### src/rtl/clcd_pkg.sv
// rtl/clcd_pkg.sv - shared encodings for the PCF8574 character-LCD sequencer
package clcd_pkg;

  // Engine states
  localparam logic [2:0] ST_IDLE  = 3'd0;
  localparam logic [2:0] ST_LOAD  = 3'd1;
  localparam logic [2:0] ST_ISSUE = 3'd2;
  localparam logic [2:0] ST_ACK   = 3'd3;
  localparam logic [2:0] ST_HOLD  = 3'd4;

  // Bit positions of the control lines inside the PCF8574 byte
  localparam int PCF_BL = 3;
  localparam int PCF_EN = 2;
  localparam int PCF_RW = 1;
  localparam int PCF_RS = 0;

  // LCD opcodes that need the long settle time
  localparam logic [7:0] LCD_CLEAR = 8'h01;
  localparam logic [7:0] LCD_HOME  = 8'h02;

  // Queued command word: {nibble, rw, rs, data[7:0]}
  localparam int CMD_W   = 11;
  localparam int CMD_NIB = 10;
  localparam int CMD_RW  = 9;
  localparam int CMD_RS  = 8;

  // Build one expander byte: data nibble on the upper four lines, controls below
  function automatic logic [7:0] pcf_byte(input logic [3:0] nib, input logic bl,
                                          input logic en, input logic rw, input logic rs);
    logic [7:0] b;
    b         = {nib, 4'b0000};
    b[PCF_BL] = bl;
    b[PCF_EN] = en;
    b[PCF_RW] = rw;
    b[PCF_RS] = rs;
    return b;
  endfunction

endpackage

### src/rtl/clcd_cmd_fifo.sv
// rtl/clcd_cmd_fifo.sv - small show-ahead command FIFO with registered flags
module clcd_cmd_fifo
  import clcd_pkg::*;
#(
  parameter int WIDTH = CMD_W,
  parameter int DEPTH = 4
) (
  input  logic             clk,
  input  logic             reset_n,
  input  logic             wr_en,
  input  logic [WIDTH-1:0] wr_data,
  input  logic             rd_en,
  output logic [WIDTH-1:0] rd_data,
  output logic             full,
  output logic             empty
);

  localparam int AW = (DEPTH > 1) ? $clog2(DEPTH) : 1;
  localparam logic [AW:0] DEPTH_C = (AW + 1)'(DEPTH);

  logic [WIDTH-1:0] mem [DEPTH];
  logic [AW-1:0]    wr_ptr;
  logic [AW-1:0]    rd_ptr;
  logic [AW:0]      count;
  logic [AW:0]      count_nxt;
  logic             push;
  logic             pop;

  // A write into a full FIFO is dropped; pointers wrap naturally (power-of-two depth)
  assign push    = wr_en && !full;
  assign pop     = rd_en && !empty;
  assign rd_data = mem[rd_ptr];

  // Occupancy after this cycle, so the flags can be registered without lag
  always_comb begin
    count_nxt = count;
    if (push && !pop) begin
      count_nxt = count + 1'b1;
    end else if (pop && !push) begin
      count_nxt = count - 1'b1;
    end
  end

  // Storage array, no reset needed since empty gates every read
  always_ff @(posedge clk) begin
    if (push) begin
      mem[wr_ptr] <= wr_data;
    end
  end

  // Pointers, occupancy and registered full/empty
  always_ff @(posedge clk or negedge reset_n) begin
    if (!reset_n) begin
      wr_ptr <= '0;
      rd_ptr <= '0;
      count  <= '0;
      full   <= 1'b0;
      empty  <= 1'b1;
    end else begin
      if (push) wr_ptr <= wr_ptr + 1'b1;
      if (pop)  rd_ptr <= rd_ptr + 1'b1;
      count <= count_nxt;
      full  <= (count_nxt == DEPTH_C);
      empty <= (count_nxt == '0);
    end
  end

endmodule

### src/rtl/clcd_pcf_sequencer.sv
// rtl/clcd_pcf_sequencer.sv - turns queued LCD bytes into PCF8574 EN-strobed I2C byte requests
module clcd_pcf_sequencer
  import clcd_pkg::*;
#(
  parameter logic [6:0] I2C_ADDR    = 7'h27,
  parameter int         FIFO_DEPTH  = 4,
  parameter int         CLK_HZ      = 100_000_000,
  parameter int         CMD_WAIT_US = 40,
  parameter int         CLR_WAIT_US = 1600,
  parameter int         ACK_TIMEOUT = 1024,
  parameter logic       BACKLIGHT   = 1'b1
) (
  input  logic       clk,
  input  logic       reset_n,
  input  logic       i_valid,
  input  logic [7:0] i_data,
  input  logic       i_RS,
  input  logic       i_RW,
  input  logic       i_nibble,
  output logic       o_ready,
  output logic       o_busy,
  output logic       o_err,
  input  logic       i_busy,
  output logic       o_valid,
  output logic       o_RW,
  output logic [7:0] o_data,
  output logic [6:0] o_addr
);

  localparam int          CYC_PER_US = CLK_HZ / 1_000_000;
  localparam logic [31:0] CMD_LAST   = 32'(CMD_WAIT_US * CYC_PER_US - 1);
  localparam logic [31:0] CLR_LAST   = 32'(CLR_WAIT_US * CYC_PER_US - 1);
  localparam logic [31:0] TMO_LAST   = 32'(ACK_TIMEOUT - 1);

  logic [2:0]       state;
  logic [1:0]       phase;
  logic [1:0]       last_phase;
  logic [7:0]       cmd_data;
  logic             cmd_rs;
  logic             cmd_rw;
  logic             cmd_nib;
  logic [31:0]      wait_cnt;
  logic [31:0]      tmo_cnt;
  logic             busy_q;
  logic             busy_rise;
  logic             busy_fall;
  logic             fifo_pop;
  logic             fifo_full;
  logic             fifo_empty;
  logic [CMD_W-1:0] fifo_rd_data;
  logic [7:0]       phase_byte;
  logic             long_wait;

  assign o_RW      = 1'b0;
  assign o_addr    = I2C_ADDR;
  assign o_ready   = !fifo_full;
  assign o_busy    = !fifo_empty || (state != ST_IDLE);
  assign busy_rise = i_busy && !busy_q;
  assign busy_fall = !i_busy && busy_q;
  assign fifo_pop  = (state == ST_IDLE) && !fifo_empty;

  clcd_cmd_fifo #(
    .WIDTH (CMD_W),
    .DEPTH (FIFO_DEPTH)
  ) u_fifo (
    .clk     (clk),
    .reset_n (reset_n),
    .wr_en   (i_valid),
    .wr_data ({i_nibble, i_RW, i_RS, i_data}),
    .rd_en   (fifo_pop),
    .rd_data (fifo_rd_data),
    .full    (fifo_full),
    .empty   (fifo_empty)
  );

  // Expander byte for the current phase: high nibble first, EN strobed high then low
  always_comb begin
    phase_byte = pcf_byte(phase[1] ? cmd_data[3:0] : cmd_data[7:4], BACKLIGHT,
                          !phase[0], cmd_rw, cmd_rs);
    long_wait  = !cmd_rs && !cmd_nib && ((cmd_data == LCD_CLEAR) || (cmd_data == LCD_HOME));
  end

  // Sequencing engine: pop, emit each phase, wait for the I2C master, then settle
  always_ff @(posedge clk or negedge reset_n) begin
    if (!reset_n) begin
      state      <= ST_IDLE;
      phase      <= 2'd0;
      last_phase <= 2'd0;
      cmd_data   <= 8'h00;
      cmd_rs     <= 1'b0;
      cmd_rw     <= 1'b0;
      cmd_nib    <= 1'b0;
      wait_cnt   <= '0;
      tmo_cnt    <= '0;
      busy_q     <= 1'b0;
      o_valid    <= 1'b0;
      o_err      <= 1'b0;
      o_data     <= 8'h00;
    end else begin
      o_err  <= 1'b0;
      busy_q <= i_busy;
      case (state)
        ST_IDLE: begin
          if (!fifo_empty) begin
            cmd_data <= fifo_rd_data[7:0];
            cmd_rs   <= fifo_rd_data[CMD_RS];
            cmd_rw   <= fifo_rd_data[CMD_RW];
            cmd_nib  <= fifo_rd_data[CMD_NIB];
            state    <= ST_LOAD;
          end
        end
        ST_LOAD: begin
          phase      <= 2'd0;
          last_phase <= cmd_nib ? 2'd1 : 2'd3;
          state      <= ST_ISSUE;
        end
        ST_ISSUE: begin
          // o_data only changes when a new request is raised, so it holds while o_valid is low
          if (!o_valid) begin
            o_valid <= 1'b1;
            o_data  <= phase_byte;
            tmo_cnt <= '0;
          end else if (busy_rise) begin
            o_valid <= 1'b0;
            state   <= ST_ACK;
          end else if (tmo_cnt == TMO_LAST) begin
            // Master never picked the byte up: abandon this command, keep the queue
            o_valid <= 1'b0;
            o_err   <= 1'b1;
            tmo_cnt <= '0;
            state   <= ST_IDLE;
          end else begin
            tmo_cnt <= tmo_cnt + 1'b1;
          end
        end
        ST_ACK: begin
          if (busy_fall) begin
            if (phase == last_phase) begin
              wait_cnt <= long_wait ? CLR_LAST : CMD_LAST;
              state    <= ST_HOLD;
            end else begin
              phase <= phase + 1'b1;
              state <= ST_ISSUE;
            end
          end
        end
        ST_HOLD: begin
          if (wait_cnt == '0) begin
            state <= ST_IDLE;
          end else begin
            wait_cnt <= wait_cnt - 1'b1;
          end
        end
        default: state <= ST_IDLE;
      endcase
    end
  end

endmodule

### config.mk
export PLATFORM = sky130hd
export DESIGN_NAME = clcd_pcf_sequencer
export DESIGN_NICKNAME = d
export VERILOG_FILES = /design/src/rtl/clcd_pkg.sv /design/src/rtl/clcd_cmd_fifo.sv /design/src/rtl/clcd_pcf_sequencer.sv
export SDC_FILE = /design/constraint.sdc
export NUM_CORES = 1
export LEC_CHECK = 0
export BUFFER_PORTS_ARGS = -buffer_cell sky130_fd_sc_hd__buf_4
export CAP_MARGIN = 20
export CORE_MARGIN = 3
export CORE_UTILIZATION = 62
export DETAILED_ROUTE_END_ITERATION = 12
export PLACE_DENSITY = 0.8
export SYNTH_ARGS = -nofsm -noshare
export SYNTH_HDL_FRONTEND = slang
export SYNTH_HIERARCHICAL = 1
export SYNTH_SLANG_ARGS = --single-unit
### constraint.sdc
create_clock -name clk -period 3.3 [get_ports clk]
set_input_delay 0.66 -clock clk [delete_from_list [all_inputs] [get_ports clk]]
set_output_delay 0.66 -clock clk [all_outputs]
set_load 0.02 [all_outputs]
==> impl_metrics.sql <==
INSERT INTO impl_metrics (metric_group, metric, value, unit) VALUES
('worst_setup_path', 'cp_max_fo', '24', ''),
('logic_synthesis', 'postSynthRegisterBits', '146', ''),
('placed_design', 'dpl.hpwl', '10300', 'um'),
('worst_setup_path', 'timing_worst_setup_path_type', 'flip-flop to flip-flop', ''),
('hold_path', 'min_path_type', 'input port to async pin', ''),
('drt', 'post_drt_wl_per_cell', '18.6', 'um'),
('drt', 'totalWireLength', '15800', 'um'),
('logic_synthesis', 'postSynth.topFlopCell', 'sky130_fd_sc_hd__dfrtp_1', ''),
('die', 'die_area', '13300', 'um2'),
('sta', 'rsz0062_at_grt', 'no', ''),
('sta', 'post_route_clock_skew', '0.00864', 'ns'),
('layout', 'diodes_inserted', '0', ''),
('sta', 'final-max-slew-violation-count', '0', ''),
('drt', 'via_count_normalized_by_instance_count', '6.57', ''),
('pwr', 'vdd.ir_drop.worst', '505', 'uV'),
('worst_setup_path', 'arrival', '2.93', 'ns'),
('drt', 'met1_length', '6770', 'um'),
('drt', 'highest_layer', 'met4', ''),
('grt', 'globalRouteTotalUtil', '25.2', '%'),
('drt', 'vias', '5555', ''),
('logic_synthesis', 'synthesis.area', '7390', 'um2'),
('layout', 'design.final.nets', '713', ''),
('grt', 'grt_overflow', '0', ''),
('cts', 'post_cts_setup_buffer_count', '0', ''),
('grt', 'largest_net_degree_at_the_start_of_global_routing', '65', ''),
('sta', 'final-hold-violation-count', '0', ''),
('sta', 'final.setup.tns', '0', 'ns'),
('sta', 'worst_hold_slack', '0.342', 'ns'),
('cts', 'clk_path_buf_depth', '2', ''),
('die', 'placeable_core_region', '11500', 'um2'),
('sta', 'report.final.setup_viol', '0', ''),
('die', 'die-width', '115', 'um'),
('outcome', 'outcome', 'completed', ''),
('placed_design', 'place_area', '7670', 'um2'),
('layout', 'finish.cell_count_without_fillers', '846', ''),
('cts', 'tritoncts', 'yes', ''),
('worst_setup_path', 'critical_path.endpoint_type', 'flip-flop', ''),
('grt', 'grt_first_pass_wirelength', '26600', 'um'),
('placed_design', 'pre_cts_slack', '0.732', 'ns'),
('drt', 'drc', '0', ''),
('grt', 'initial_antenna_violation_count', '0', ''),
('logic_synthesis', 'netlist.area_leader.share', '34.2', '%'),
('sta', 'timing.fmax', '0.380', 'GHz'),
('logic_synthesis', 'synth_largest_area_cell', 'sky130_fd_sc_hd__dfrtp_1', ''),
('cts', 'clock_sink_count', '146', ''),
('layout', 'area_growth', '11.1', '%'),
('drt', 'drt_iter0_markers', '612', ''),
('logic_synthesis', 'edff_count_synth', '44', ''),
('cts', 'clk_pin_slew_worst_paths', '0.07', 'ns'),
('logic_synthesis', 'post_synth_main_area_contributors', 'sky130_fd_sc_hd__dfrtp_1, sky130_fd_sc_hd__edfxtp_1, sky130_fd_sc_hd__mux4_2', ''),
('sta', 'post-route-worst-setup-slack', '0.666', 'ns'),
('worst_setup_path', 'cp_data_required_time', '3.59', 'ns'),
('pwr', 'power_per_cell_area', '775', 'nW/um2'),
('cts', 'htree_levels', '4', ''),
('cts', 'clock_insertion_delay_worst_skew', '0.41', 'ns'),
('die', 'num_io_pins', '35', ''),
('logic_synthesis', 'synth_seq_area_share', '52.4', '%'),
('worst_setup_path', 'critical_path.startpoint_type', 'flip-flop', ''),
('layout', 'final_core_util', '71.3', '%'),
('sta', 'min_period', '2.63', 'ns'),
('placed_design', 'portBuffers', '26', ''),
('pwr', 'static_leakage', '3.25', 'nW'),
('drt', 'route.met2.wl', '7980', 'um'),
('drt', 'postRouteAntennaNets', '0', ''),
('layout', 'filler_cell_count', '794', ''),
('layout', 'final_cell_area', '8220', 'um2'),
('placed_design', 'gp_congestion', '0.856', ''),
('sta', 'max-slew-margin-rel', '43.9', '%'),
('cts', 'ctsResizeCount', '0', ''),
('logic_synthesis', 'avgSynthCellArea', '11.1', 'um2'),
('drt', 'first_pass_iters', '5', '');
## sequential cells by signal, summed over array words and instances, names as in the netlist, 2 cells and up
signal,cells
o_data,8
cmd_data,8
phase,2
u_fifo/mem,44
u_fifo/rd_ptr,2
last_phase,2
u_fifo/wr_ptr,2
state,3
wait_cnt,32
u_fifo/count,3
tmo_cnt,32
## cells in the final DEF (no fill, tap or decap), types with 6 or more instances in the layout
| cell | netlist | routed |
|---|---|---|
| sky130_fd_sc_hd__a211o_1 | 8 | 8 |
| sky130_fd_sc_hd__a21o_1 | 7 | 7 |
| sky130_fd_sc_hd__a21oi_1 | 29 | 29 |
| sky130_fd_sc_hd__a31oi_1 | 20 | 20 |
| sky130_fd_sc_hd__and3_1 | 10 | 10 |
| sky130_fd_sc_hd__buf_4 | 12 | 38 |
| sky130_fd_sc_hd__clkbuf_16 | 0 | 17 |
| sky130_fd_sc_hd__conb_1 | 2 | 8 |
| sky130_fd_sc_hd__dfrtp_1 | 101 | 101 |
| sky130_fd_sc_hd__edfxtp_1 | 44 | 44 |
| sky130_fd_sc_hd__ha_1 | 8 | 8 |
| sky130_fd_sc_hd__inv_1 | 16 | 16 |
| sky130_fd_sc_hd__mux2_2 | 13 | 13 |
| sky130_fd_sc_hd__mux2i_1 | 6 | 6 |
| sky130_fd_sc_hd__mux4_2 | 11 | 11 |
| sky130_fd_sc_hd__nand2_1 | 37 | 37 |
| sky130_fd_sc_hd__nand3_1 | 22 | 22 |
| sky130_fd_sc_hd__nand4_1 | 17 | 17 |
| sky130_fd_sc_hd__nor2_1 | 54 | 54 |
| sky130_fd_sc_hd__nor3_1 | 27 | 27 |
| sky130_fd_sc_hd__nor4_1 | 18 | 17 |
| sky130_fd_sc_hd__o21ai_0 | 20 | 20 |
| sky130_fd_sc_hd__o22ai_1 | 7 | 7 |
| sky130_fd_sc_hd__or4_1 | 9 | 9 |
| sky130_fd_sc_hd__xnor2_1 | 8 | 8 |
| sky130_fd_sc_hd__xor2_1 | 13 | 13 |
## cell type report
type	count	area (um2)	area share, %
clock inverter	14	118	1.43
tap	143	179	2.18
clock buffer	18	429	5.22
inverter	18	67.6	0.822
multi-input combinational	469	3260	39.7
timing repair buffer	38	285	3.47
sequential	146	3870	47.2
## routing by layer
metal	GRT usage [%]	vias up
met5	0	-
li1	-	2573
met1	34.4	2738
met4	6.49	0
met3	5.42	20
met2	41.6	224
## cell families (layout without fill, tap and decap cells)
kind of cell               Yosys count  after routing  share of synthesized area (%)
and+or+nand+nor                    250            250                           19.1
AOI/OAI and AO/OA                  152            152                           14.5
DFF                                146            146                           52.4
buffers and inverters               57             88                           3.91
muxes                               30             30                           6.14
xor gates and xnor gates            21             21                           2.49
adders and majority gates            8              8                           1.35
other                                2              8                          0.102
## worst max-delay path, cell delays in order (launching register included)
cell and delay (ns):
sky130_fd_sc_hd__dfrtp_1 0.41, sky130_fd_sc_hd__inv_1 0.11, sky130_fd_sc_hd__ha_1 0.20, sky130_fd_sc_hd__nor3b_2 0.43, sky130_fd_sc_hd__and4_1 0.40, sky130_fd_sc_hd__a31o_2 0.54
sky130_fd_sc_hd__a21oi_1 0.18, sky130_fd_sc_hd__o21a_1 0.21
## report_power, final
group | internal, mW | total [mW] | switching, mW
sequential | 2.30 | 2.80 | 0.506
combinational | 0.783 | 1.79 | 1.01
clock | 0.982 | 1.77 | 0.788
total | 4.06 | 6.37 | 2.30
## worst paths after layout
| path | startpoint | end | slack, ns | cells past startpoint |
|---|---|---|---|---|
| setup / recovery | wait_cnt[0] | wait_cnt[17] | 0.67 | 7 |
| hold / removal | reset_n | wait_cnt[29] | 0.34 | 1 |
| setup reg to reg | wait_cnt[0] | wait_cnt[17] | 0.67 | 7 |
| hold reg to reg | o_data[3] | o_data[3] | 0.48 | 1 |
| max in group asynchronous | reset_n | wait_cnt[4] | 2.19 | 2 |
| min in group clk | i_busy | busy_q | 0.41 | 1 |
## synthesized netlist by cell type (6+ instances only)
master and number:
sky130_fd_sc_hd__dfrtp_1 101, sky130_fd_sc_hd__nor2_1 54, sky130_fd_sc_hd__edfxtp_1 44, sky130_fd_sc_hd__nand2_1 37, sky130_fd_sc_hd__a21oi_1 29, sky130_fd_sc_hd__nor3_1 27, sky130_fd_sc_hd__nand3_1 22, sky130_fd_sc_hd__a31oi_1 20
sky130_fd_sc_hd__o21ai_0 20, sky130_fd_sc_hd__nor4_1 18, sky130_fd_sc_hd__nand4_1 17, sky130_fd_sc_hd__inv_1 16, sky130_fd_sc_hd__mux2_2 13, sky130_fd_sc_hd__xor2_1 13, sky130_fd_sc_hd__buf_2 12, sky130_fd_sc_hd__buf_4 12
sky130_fd_sc_hd__clkbuf_1 12, sky130_fd_sc_hd__mux4_2 11, sky130_fd_sc_hd__and3_1 10, sky130_fd_sc_hd__or4_1 9, sky130_fd_sc_hd__a211o_1 8, sky130_fd_sc_hd__ha_1 8, sky130_fd_sc_hd__xnor2_1 8, sky130_fd_sc_hd__a21o_1 7
sky130_fd_sc_hd__o22ai_1 7, sky130_fd_sc_hd__mux2i_1 6
Note: power is estimated with default switching activity, not from simulation.
